--- config.mk ---
export PLATFORM = sky130hd
export DESIGN_NAME = strobe_gen_mc
export DESIGN_NICKNAME = d
export VERILOG_FILES = /design/src/rtl/strobe_gen_mc.sv
export SDC_FILE = /design/constraint.sdc
export NUM_CORES = 1
export LEC_CHECK = 0
export CORE_MARGIN = 10
export CORE_UTILIZATION = 50
export DETAILED_ROUTE_END_ITERATION = 6
export PLACE_DENSITY = 0.79
export SLEW_MARGIN = 20
export SYNTH_ARGS = -nofsm -noshare
export SYNTH_HDL_FRONTEND = slang
export SYNTH_SLANG_ARGS = --single-unit
--- constraint.sdc ---
create_clock -name clk -period 3.5 [get_ports clk]
set_clock_uncertainty 0.15 [all_clocks]
set_input_delay 0.7 -clock clk [delete_from_list [all_inputs] [get_ports clk]]
set_output_delay 0.7 -clock clk [all_outputs]
set_load 0.05 [all_outputs]
--- src/rtl/strobe_gen_mc.sv ---
// Multi-channel strobe generator: per channel, marker-triggered or free-running one-cycle strobes.
// Latency: marker mode strobes interval+2 cycles after the marker; free-running period is interval+1.
// No backpressure: a marker arriving while a channel is still counting is dropped and flagged in overrun.
`timescale 1ns/1ps

module strobe_gen_mc #(
  parameter int NUM_CH = 4,
  parameter int CNT_W  = 16
) (
  input  logic                    clk,
  input  logic                    rst_n,
  input  logic [NUM_CH*CNT_W-1:0] interval,
  input  logic [NUM_CH-1:0]       mode,
  input  logic [NUM_CH-1:0]       user_marker,
  input  logic [NUM_CH-1:0]       online,
  input  logic                    clr_err,
  output logic [NUM_CH-1:0]       user_strobe,
  output logic [NUM_CH-1:0]       overrun
);

  typedef enum logic {
    ST_IDLE = 1'b0,
    ST_RUN  = 1'b1
  } ch_state_t;

  localparam logic [CNT_W-1:0] CNT_ONE = CNT_W'(1);

  genvar c;
  generate
    for (c = 0; c < NUM_CH; c++) begin : g_ch
      ch_state_t        state_q;
      ch_state_t        state_d;
      logic [CNT_W-1:0] count_q;
      logic [CNT_W-1:0] count_d;
      logic             marker_dly_q;
      logic             overrun_q;
      logic             overrun_d;
      logic [CNT_W-1:0] ival;
      logic             at_zero;
      logic             free_run;
      logic             drop;

      assign ival     = interval[c*CNT_W +: CNT_W];
      assign at_zero  = (count_q == '0);
      assign free_run = mode[c];

      // Marker is registered once so the strobe never depends combinationally on it.
      always_ff @(posedge clk or negedge rst_n) begin
        if (!rst_n) begin
          marker_dly_q <= 1'b0;
        end else begin
          marker_dly_q <= user_marker[c];
        end
      end

      // Channel state and interval counter registers.
      always_ff @(posedge clk or negedge rst_n) begin
        if (!rst_n) begin
          state_q <= ST_IDLE;
          count_q <= '0;
        end else begin
          state_q <= state_d;
          count_q <= count_d;
        end
      end

      // Next-state: load on start, count down, reload or go idle at zero; flag dropped markers.
      always_comb begin
        state_d = state_q;
        count_d = count_q;
        drop    = 1'b0;
        if (!online[c]) begin
          state_d = ST_IDLE;
          count_d = '0;
        end else begin
          case (state_q)
            ST_IDLE: begin
              // Free-running starts unconditionally; marker mode waits for a marker.
              if (free_run || marker_dly_q) begin
                state_d = ST_RUN;
                count_d = ival;
              end
            end
            ST_RUN: begin
              if (!at_zero) begin
                // Never decrement through zero; a marker here cannot be honoured.
                count_d = count_q - CNT_ONE;
                drop    = !free_run && marker_dly_q;
              end else if (free_run || marker_dly_q) begin
                // Strobe cycle: a coincident marker (or free-running) restarts the interval.
                count_d = ival;
              end else begin
                state_d = ST_IDLE;
              end
            end
            default: begin
              state_d = ST_IDLE;
              count_d = '0;
            end
          endcase
        end
      end

      // A new drop takes priority over a clear in the same cycle.
      assign overrun_d = drop ? 1'b1 : (clr_err ? 1'b0 : overrun_q);

      // Sticky overrun flag register.
      always_ff @(posedge clk or negedge rst_n) begin
        if (!rst_n) begin
          overrun_q <= 1'b0;
        end else begin
          overrun_q <= overrun_d;
        end
      end

      assign user_strobe[c] = online[c] && (state_q == ST_RUN) && at_zero;
      assign overrun[c]     = overrun_q;
    end
  endgenerate

endmodule
# Word level (Yosys, flattened, before mapping)
# Index checks and enable logic that the tools add are counted.
[word_totals] in_bits=79 regBits=76 word_cells=101
[classes] n_bitwise=4 muxes=49 n_reduce_logical=28 n_addsub=4
[ops] operator="16-bit two-way mux" n=12
[ops] operator="16-bit one-hot mux with 2 select lines" n=4
[ops] operator="16-bit logical NOT" n=4
[ops] operator="16-bit by 1-bit subtractor with 16-bit output (second input constant)" n=4
[ops] operator="1-bit two-way mux" n=29
[ops] operator="1-bit logical AND" n=12
[ops] operator="1-bit one-hot mux with 2 select lines" n=4
[ops] operator="2-bit nonzero test" n=4
[ops] operator="1-bit logical NOT" n=4
[ops] operator="1-bit logical OR" n=4
[ops] operator="1-bit NOT" n=4

# Logic depth before layout (Yosys ltp)
[depth] depth_word=6 ltp_mapped=9

# Worst setup path before layout
# Ideal clock, no wire load.
[synth_timing] path_kind="flip-flop to output port" startpoint="reg g_ch[2].count_q[0]" endpoint="out user_strobe[2]" arrival_ns=2.777 t_required_ns=2.650 slack_ns=-0.127 path_stages_with_launch=6 n_path_buf=0 path_cell_list="dfrtp_1 -> inv_1 -> ha_1 -> nor4b_1 -> nand2_1 -> nor4_1"
[synth_via] elab_chain_len=2
[synth_lines] item="start, declared" line="33" rtl="logic [CNT_W-1:0] count_q;"
[synth_lines] item="start signal, assigned" line="63" rtl="count_q <= count_d;"
[synth_lines] item="16-bit logical NOT" line="44" rtl="assign at_zero = (count_q == '0);"
[synth_lines] item="1-bit logical AND" line="116" rtl="assign user_strobe[c] = online[c] && (state_q == ST_RUN) && at_zero;"
[synth_lines] item="end, declared" line="17" rtl="output logic [NUM_CH-1:0] user_strobe,"
# Every way passes these cells.

# Final worst setup path
[layout_timing] startpoint="reg g_ch[3].count_q[0]" endpoint="out user_strobe[3]"
[layout_via] elab_chain_len=2
[layout_lines] item="start, declared" line="33"
[layout_lines] item="start signal, assigned" line="63"
[layout_lines] item="16-bit logical NOT" line="44"
[layout_lines] item="1-bit logical AND" line="116"
# Every way passes these cells.

==> results.toml <==
[outcome]
outcome = "finished clean"

[sta]
tightest_slew_ns = 0.996
hold_viol = 0
fin_ws_ns = 0.307
holdWs_ns = 0.328
finalSetupViolCount = 0
maxClockFrequency_ghz = 0.313
finalCritPeriodShare = 0.912
setup-tns-final_ns = 0
period_minus_slack_ns = 3.19
slew_headroom = 0.336
drv_slew = 0
rsz0062_at_grt = "no"

[detailed_routing]
final_antenna_net_count = 0
drc = 0
drt_iter0_drc = 439
first_pass_iters = 5
wl_per_cell_um = 18.3
num_vias = 4882
routed_via_density = 6.20
routed_wl_mm = 14.4

[cts]
clockRootBuffer = "clkbuf_8"
cts-htree-levels = 3
clk_latency_ns = 0.36
clk_pin_slew_ns = 0.09
cts_made_buffers = 9
cts_sinks = 76
cts.repair.resized = 0
clockBufferDepth = 2
cts_setup_buffers = 0
cts_hold_buf = 0
tritoncts = "done"

[placement]
dp_hpwl_mm = 10.3
place_ws_ns = 0.647
gp_congestion = 0.934
port_buffers = 86

[floorplan]
die_w_um = 119
core_area_sq_mm = 0.00968
num_rows = 36
boundaryPins = 87
die_h_um = 119
fp.dieArea_sq_mm = 0.0142
start_util = 0.507

[power]
p_sw_frac = 0.331
sequentialPowerShare = 0.388
p_per_area_mw_per_mm2 = 447
p_switching_uw = 915
combPwrFrac = 0.280
p_int_uw = 1850
clock_power_share = 0.332
ir_worst_vdd_v = 0.000246
leakage_uw = 0.00251

[setup_path]
end_kind = "primary output"
crit_required_ns = 2.65
r2r_setup_slack_ns = 0.58
worstPathCellList = "inv_1, ha_1, nor4b_1, nand4b_1, nor4_2, buf_12"
cp_data_arrival_time_ns = 2.34
slowest_delay_ns = 0.47
crit_family = "simple AND/OR/NAND/NOR gates"
slowest_stage = "nor4b_1"
cp_num_buf_inv = 2
cp_max_fo = 5
critical_path.startpoint_type = "flip-flop"
path_class = "flip-flop to primary output"

[finish]
num_antenna_cells = 0
fillCellCount = 810
layout-drive-gt1-share = 0.110
syn_to_final_growth_pct = 26.0
nets = 736
seqCellArea_sq_mm = 0.00190
multiInputGateArea_sq_mm = 0.00277

[yosys]
synthesis.nets = 654
ys_types = 74
syn-cell-area_sq_mm = 0.00491
synthCells = 567
synth_flop_cell = "dfrtp_1"
yosys_warnings = 0
synth_seq_cells = 76
syn_area_per_cell_sq_um = 8.66
ys_seq_area_frac = 0.387
synth_edf_count = 0
synthArstFlopShare = 1.00

[min_path]
hp-class = "input port to asynchronous set/reset pin"

[grt]
antenna_found_initial = 0
gr-usage-all-layers = 0.201
grt_max_degree = 77
grt_pass1_wl_mm = 24.3
overflow = 0
grt_pass1_vias = 5006

[job]
maxCapViolations = 0
==> final cells by class <==
class / count / area share
clock inverters: 7 / 0.0237
well taps: 133 / 0.0269
multi-input cells: 438 / 0.447
inverters: 24 / 0.0146
repair buffers: 100 / 0.160
flip-flops and latches: 76 / 0.307
clock buffers: 9 / 0.0200
==> per-layer routing <==
layer  global-route usage  routed length (um)
met2                0.322                6940
met5                    0                   0
met3               0.0326                 766
met4               0.0847                 293
met1                0.265                6390
==> cells by family after synthesis <==
kind of cell / count (synthesis) / share of synthesized area
and+or+nand+nor: 245 / 0.270
buffers and inverters: 53 / 0.0515
AOI/OAI and AO/OA: 180 / 0.261
adders and majority gates: 8 / 0.0204
xor gates and xnor gates: 1 / 0.00178
muxes: 4 / 0.00841
DFF: 76 / 0.387
==> sequential cells by signal (all words and copies together), names as in the netlist <==
register / flops
g_ch.count_q: 64
g_ch.marker_dly_q: 4
g_ch.overrun_q: 4
g_ch.state_q: 4
==> layout by cell type, fill, tap and decap left out, types with 9 or more instances in the layout <==
cell type / instances
clkdlybuf4s50_1: 81
inv_1: 24
nor2_1: 45
and3_1: 14
nor3_1: 31
o21ai_0: 26
nand2_1: 59
o31a_1: 11
dfrtp_1: 76
clkbuf_8: 9
nand3_1: 16
a21oi_1: 49
buf_4: 16
nor4_1: 13
a21boi_1: 11
==> metrics by stage <==
step	total power, uW	cells	cell area [sq um]	util
after CTS	2770	787	6190	0.639
final	2760	787	6190	0.639
after detailed placement	1850	771	5920	0.611
after global placement	1820	771	5920	0.611
after floorplan	1570	567	4920	-
after global routing	2910	787	6190	0.639
==> cells in the mapped netlist, types with 4 or more instances <==
library cell   n  area [sq um]
nor4b_1        5          43.8
a21oi_1       49           245
and2_1         4          25.0
nand3_1       16          80.1
nor4_1        15          93.8
ha_1           8           100
or2_2          5          31.3
o21ai_0       27           135
clkbuf_1      14          52.6
and3_1        14          87.6
o31a_1        11          96.3
nor2_1        45           169
o211ai_1       7          52.6
nand4_1        8          50.1
nor3b_1        6          45.0
dfrtp_1       76          1900
buf_4          5          37.5
or3_1          5          31.3
nand2_1       59           221
nor3_1        31           155
o221a_2        8          90.1
nor4_2         5          62.6
buf_2          4          20.0
a21boi_1      11          82.6
or4_1          8          60.1
o32ai_1        4          35.0
a31oi_1        8          50.1
a41oi_1        6          52.6
inv_1         24          90.1
buf_6          4          45.0
o41ai_1        5          43.8
a32oi_1        5          43.8
==> path summary, 6_finish.rpt <==
path | start | end | cells past startpoint
max in group asynchronous | rst_n | g_ch[3].count_q[12]$_DFF_PN0_ | 1
setup / recovery | g_ch[3].count_q[0]$_DFF_PN0_ | user_strobe[3] | 6
hold / removal | rst_n | g_ch[2].count_q[9]$_DFF_PN0_ | 1
hold reg to reg | g_ch[2].overrun_q$_DFFE_PN0P_ | g_ch[2].overrun_q$_DFFE_PN0P_ | 2
setup reg to reg | g_ch[0].count_q[0]$_DFF_PN0_ | g_ch[0].count_q[2]$_DFF_PN0_ | 7
min in group clk | g_ch[2].overrun_q$_DFFE_PN0P_ | g_ch[2].overrun_q$_DFFE_PN0P_ | 2
==> power by group through the flow <==
stage / Combinational, uW / Clock (uW) / Sequential (uW)
2_1_floorplan: 518 / 0 / 1060
3_3_place_gp: 738 / 0 / 1080
3_5_place_dp: 759 / 0 / 1090
4_1_cts: 765 / 935 / 1070
5_1_grt: 850 / 970 / 1090
6_report: 772 / 918 / 1070
Note: power is estimated with default switching activity, not from simulation.
==> RTL edit 1: new RTL, same settings <==
Put a register stage on the output `user_strobe`, without a reset. The value now appears one clock later. The other outputs are not delayed to match.
--- a/src/rtl/strobe_gen_mc.sv
+++ b/src/rtl/strobe_gen_mc.sv
@@ -25,4 +25,6 @@
 
   localparam logic [CNT_W-1:0] CNT_ONE = CNT_W'(1);
+
+  logic [NUM_CH-1:0] user_strobe_d;
 
   genvar c;
@@ -114,8 +116,12 @@
       end
 
-      assign user_strobe[c] = online[c] && (state_q == ST_RUN) && at_zero;
+      assign user_strobe_d[c] = online[c] && (state_q == ST_RUN) && at_zero;
       assign overrun[c]     = overrun_q;
     end
   endgenerate
 
+  always_ff @(posedge clk) begin
+    user_strobe <= user_strobe_d;
+  end
+
 endmodule
Formal check against the unedited RTL: not equivalent (a bounded check fails within 4 cycles, from zero or initial values and one cycle with rst_n low).
==> RTL edit 1 against the unedited design <==
Clock power down 21%. Sequential cell count up 4. Die area up 1.4%. Hold slack worse by 0.0045 ns. Synthesized area up 1.6%. Worst setup slack better by 0.28 ns. Total power down 5.9%. Final area down 0.65%. Fmax up 9.7%. Routed wire length down 4.3%.
==> RTL edit 1: results (changes against the unedited design) <==
** Status
- Outcome :: finished clean

** STA
- Clock period minus final worst setup slack :: 2.91 ns (-0.281 ns)
- Transition time at the pin with the least slew margin :: 0.993 ns (-0.00306 ns)

** Worst setup path
- Worst reg2reg path depth :: 7 (unchanged)
- The slowest stage of the critical path belongs to the cell sky130_fd_sc_hd__or4b_2.
- By startpoint and endpoint, the worst setup path is classified as flop to flop.
- Slowest Stage Delay on Critical Path :: 0.65 ns (+0.18 ns)
- The critical-path maximum fanout was 11 (+6).
- Data arrival at the endpoint of the critical path :: 3.04 ns (+0.70 ns)

** GRT
- The global-route wire length before repair is 23200 µm (-4.5%).
- The fraction of met1 tracks used by global routing is 0.245 (-0.0195).
- Met2 Use GR :: 0.317 (-0.00452)
- Met3 demand-to-capacity share in global routing :: 0.0384 (+0.00585)
- The via count of the first global-routing pass is 4820 (-3.7%).
- The aggregate global-route resource usage came to 0.192 (-0.00910).

** Final layout
- Register fraction of the total cell area :: 0.322 (+0.0150)
- The footprint of the multi-input gates was 0.00275 mm² (-0.45%).
- The final net count came to 738 (+0.27%).
- The final cell area excluding filler cells is 0.00615 mm² (-0.65%).
- The layout filler cell count is 875 (+8.0%).
- Fraction of layout cells with a size suffix above 1 :: 0.0962 (-0.0139)
- Number of ordinary and repair buffers in the finished layout :: 98 (-2.0%)
- The clock tree cell share of total cell area was 0.0334 (-0.0103).
- The clock buffer count in the final layout was 12 (+3).

** Placed design
- Post-placement setup slack :: 0.639 ns (-0.00736 ns)
- Post-DP HPWL :: 9740 µm (-5.7%)
- Cell area reported after detailed placement :: 0.00594 mm² (+0.42%)
- Instance count after placement with tap cells included :: 773 (+0.26%)

** Yosys
- XOR/XNOR share of the synthesized area :: 0.00176 (-0.0000286)
- The net count of the mapped netlist was 658 (+0.61%).
- Ys async rst share :: 0.950 (-0.0500)
- The number of unique standard cell types used by synthesis is 75 (+1.4%).
- The mux cell area share after synthesis was 0.00828 (-0.000135).
- Fraction of the mapped netlist area in adder cells :: 0.0201 (-0.000327)
- Leading cell types by total area after synthesis :: sky130_fd_sc_hd__dfrtp_1 38%, sky130_fd_sc_hd__a21oi_1 4.9%, sky130_fd_sc_hd__nand2_1 4.4%, sky130_fd_sc_hd__nor2_1 3.4%, sky130_fd_sc_hd__nor3_1 3.1%

** Floorplan
- The placeable core region was 0.00973 mm² (+0.47%).

** Routing
- DR WL met3 :: 810 µm (+5.7%)
- The length of routed wiring on met1 was 6040 µm (-5.4%).
- The length of routed met2 wiring came to 6720 µm (-3.1%).
- The total wirelength of the detailed-routed design came to 13800 µm (-4.3%).
- The routed wire length per instance came to 17.5 µm (-4.4%).

** Clock tree
- The number of sinks driven by the clock tree came to 80 (+5.3%).

** Power and ir drop
- The leakage component of the power is 2.49 nW (-0.80%).
[RTL edit 1: worst min-delay path by stage]
| stage | slack, ns | startpoint | to | cells past startpoint |
|---|---|---|---|---|
| after detailed placement | 0.38 | g_ch[2].overrun_q$_DFFE_PN0P_ | g_ch[2].overrun_q$_DFFE_PN0P_ | 2 |
| after floorplan | 0.25 | rst_n | g_ch[0].count_q[0]$_DFF_PN0_ | 0 |
| final | 0.32 | rst_n | g_ch[1].count_q[14]$_DFF_PN0_ | 1 |
| after CTS | 0.39 | rst_n | g_ch[3].count_q[3]$_DFF_PN0_ | 1 |
| after global placement | 0.36 | g_ch[3].overrun_q$_DFFE_PN0P_ | g_ch[3].overrun_q$_DFFE_PN0P_ | 2 |
| after global routing | 0.42 | g_ch[3].overrun_q$_DFFE_PN0P_ | g_ch[3].overrun_q$_DFFE_PN0P_ | 2 |
[RTL edit 1: power breakdown]
part / switching, mW / internal (mW)
sequential: 0.112 / 1.01
combinational: 0.417 / 0.334
clock: 0.347 / 0.382
==> RTL edit 2: new RTL, config.mk and constraints unchanged <==
Made on the original files. Change the parameter `NUM_CH` from 4 to 3.
--- a/src/rtl/strobe_gen_mc.sv
+++ b/src/rtl/strobe_gen_mc.sv
@@ -5,5 +5,5 @@
 
 module strobe_gen_mc #(
-  parameter int NUM_CH = 4,
+  parameter int NUM_CH = 3,
   parameter int CNT_W  = 16
 ) (
Interface: changed (6 resized); port bits go from 87 to 66. No check against the original RTL was run, so the function may have changed too.
==> RTL edit 2 against the unedited design <==
Clock power down 35%. Combinational power decreased by 27%. Final area down 27%. Routed wire length is 27% lower. Total power shrank 29%. Via count shrank 25%. Synthesized cell count down 26%. Sequential cell count fell by 19. Count of clock-buffer cells in the layout increased by 5. Hold slack worse by 0.066 ns. Worst setup slack improved by 0.019 ns. Core utilization up 1.8 points. Synthesized area is 27% lower. Critical path type unchanged. Critical endpoint is now user_strobe[2]. Highest routed layer unchanged.
==> RTL edit 2: results (changes against the unedited design) <==
** Routing
- Detail-routed net length per standard cell :: 18.0 µm (-1.7%)
- The detailed router's first-iteration violation count is 192 (-56%).
- Vias after detailed routing :: 3647 (-25%)
- The number of iterations in the first detailed-routing pass came to 5 (unchanged).

** STA
- Transition time at the pin with the least slew margin :: 0.724 ns (-0.272 ns)

** Final layout
- Fraction of layout cells with a size suffix above 1 :: 0.0978 (-0.0123)
- The final net count was 552 (-25%).
- The number of flip-flops in the largest register is 48 (-25%).
- The total inserted antenna cells came to 0 (unchanged).
- Register containing the most flip-flops in the final layout :: g_ch.count_q

** Clock tree
- The quantity of gates resized following cts was 0 (unchanged).
- Deepest clock path buffer count :: 2 (unchanged)
- Clock Pin Slew Worst Setup and Hold Paths :: 0.07 ns (-0.02 ns)
- H-tree depth reported by CTS :: 3 (unchanged)
- The root buffer cell chosen for the clock tree is sky130_fd_sc_hd__clkbuf_8.
- The clock buffer count from CTS came to 9 (unchanged).
- Clk_lat worst skew :: 0.34 ns (-0.02 ns)
- Number of buffers added for setup after CTS :: 0 (unchanged)

** GRT
- Global Route Usage Sum :: 0.189 (-0.0129)
- The global-route wire length before repair was 17500 µm (-28%).
- The maximum number of pins on one net before global-route repair is 34 (-56%).
- Number of antenna violations at the first check in global routing :: 0 (unchanged)

** Placed design
- Quantity of I/O buffers inserted on ports :: 65 (-24%)
- The routability-driven placement congestion ratio came to 0.889 (-4.8%).
- Post-DP HPWL :: 7710 µm (-25%)
- Cell area reported after detailed placement :: 0.00435 mm² (-27%)

** Yosys
- The share of synthesized flip-flops with an asynchronous set or reset is 1.00 (unchanged).
- Count of warnings emitted by yosys :: 0 (unchanged)
- Leading cell types by total area after synthesis :: sky130_fd_sc_hd__dfrtp_1 40%, sky130_fd_sc_hd__nand2_1 4.7%, sky130_fd_sc_hd__a21oi_1 3.9%, sky130_fd_sc_hd__nor3_1 3.5%, sky130_fd_sc_hd__o21ai_0 3.2%
- Leading post-synthesis cells by instance count :: 57 x sky130_fd_sc_hd__dfrtp_1, 45 x sky130_fd_sc_hd__nand2_1, 28 x sky130_fd_sc_hd__a21oi_1, 28 x sky130_fd_sc_hd__nor2_1, 25 x sky130_fd_sc_hd__nor3_1
- The number of unique standard cell types used by synthesis is 65 (-12%).
- The proportion of synthesized chip area in sequential cells is 0.397 (+0.00920).
- Mapped Nets :: 484 (-26%)

** Power and ir drop
- Peak supply drop :: 0.259 mV (+5.1%)
- The leakage component of the power was 1.84 nW (-27%).

** Worst setup path
- The critical-path maximum fanout came to 5 (unchanged).
- Data arrival at the endpoint of the critical path :: 2.32 ns (-0.02 ns)

** Worst hold path
- Worst hold path type :: input pin to async pin

** Status
- The run finished with clean final reports.
-- RTL edit 2: cell types whose count changed after synthesis, sizes merged, moves of 6 or more --
cell / delta
a21oi: -21
dfrtp: -19
nor2: -19
nand2: -13
o31a: -8
o221a: -7
inv: -6
nor3: -6
-- RTL edit 2: final cells by class --
class,instances,area [µm²]
inverters,19,71.3
clock inverters,2,10.0
multi-input cells,320,1970
flip-flops and latches,57,1430
repair buffers,79,756
fillers,611,2370
well taps,96,120
clock buffers,14,183
-- RTL edit 2: path summary, 6_finish.rpt --
kind	startpoint	cells after the start	endpoint	slack [ns]
setup / recovery	g_ch[2].count_q[0]$_DFF_PN0_	6	user_strobe[2]	0.33
hold / removal	rst_n	1	g_ch[2].count_q[4]$_DFF_PN0_	0.26
setup reg to reg	g_ch[1].count_q[0]$_DFF_PN0_	8	g_ch[1].count_q[10]$_DFF_PN0_	0.67
hold reg to reg	g_ch[2].count_q[0]$_DFF_PN0_	1	g_ch[2].count_q[0]$_DFF_PN0_	0.37
max in group asynchronous	rst_n	2	g_ch[0].overrun_q$_DFFE_PN0P_	2.26
min in group clk	g_ch[2].count_q[0]$_DFF_PN0_	1	g_ch[2].count_q[0]$_DFF_PN0_	0.37
-- RTL edit 2: cell families (layout without fill, tap and decap cells) --
kind of cell | Yosys count | after routing | share of synthesized area
AND/OR/NAND/NOR | 176 | 176 | 0.255
multiplexers | 1 | 1 | 0.00278
AO/OA/AOI/OAI | 135 | 135 | 0.265
buffers and inverters | 41 | 114 | 0.0546
XOR/XNOR | 2 | 2 | 0.00487
flip-flops | 57 | 57 | 0.397
adder cells (fa/ha/maj) | 6 | 6 | 0.0209
-- RTL edit 2: routing by layer --
layer	up-vias	part of all wire	GRT usage
li1	1729	-	-
met1	1745	0.45	0.243
met2	154	0.48	0.306
met3	19	0.058	0.0319
met4	0	0.018	0.0775
met5	-	0	0
-- RTL edit 2: critical path: stages, from the launching register on --
cell and delay [ns]:
sky130_fd_sc_hd__dfrtp_1 0.42, sky130_fd_sc_hd__inv_1 0.13, sky130_fd_sc_hd__ha_1 0.15, sky130_fd_sc_hd__nor4b_1 0.54, sky130_fd_sc_hd__nand2_1 0.12, sky130_fd_sc_hd__nor4_1 0.42
sky130_fd_sc_hd__buf_12 0.20
-- RTL edit 2: report_power, final --
group	total, mW	leakage [nW]	switching, mW	internal [mW]
registers	0.806	0.742	0.0834	0.722
clock network	0.601	0.102	0.268	0.332
logic	0.565	0.998	0.320	0.246
total	1.97	1.84	0.671	1.30
-- RTL edit 2: stage by stage --
stage	cells	hold WS [ns]	worst slack [ns]	util
floorplan	418	0.254	0.0612	-
global placement	571	0.349	0.684	0.629
detailed placement	571	0.358	0.644	0.629
CTS	587	0.285	0.341	0.657
global route	587	0.317	0.217	0.657
finish	587	0.262	0.326	0.657
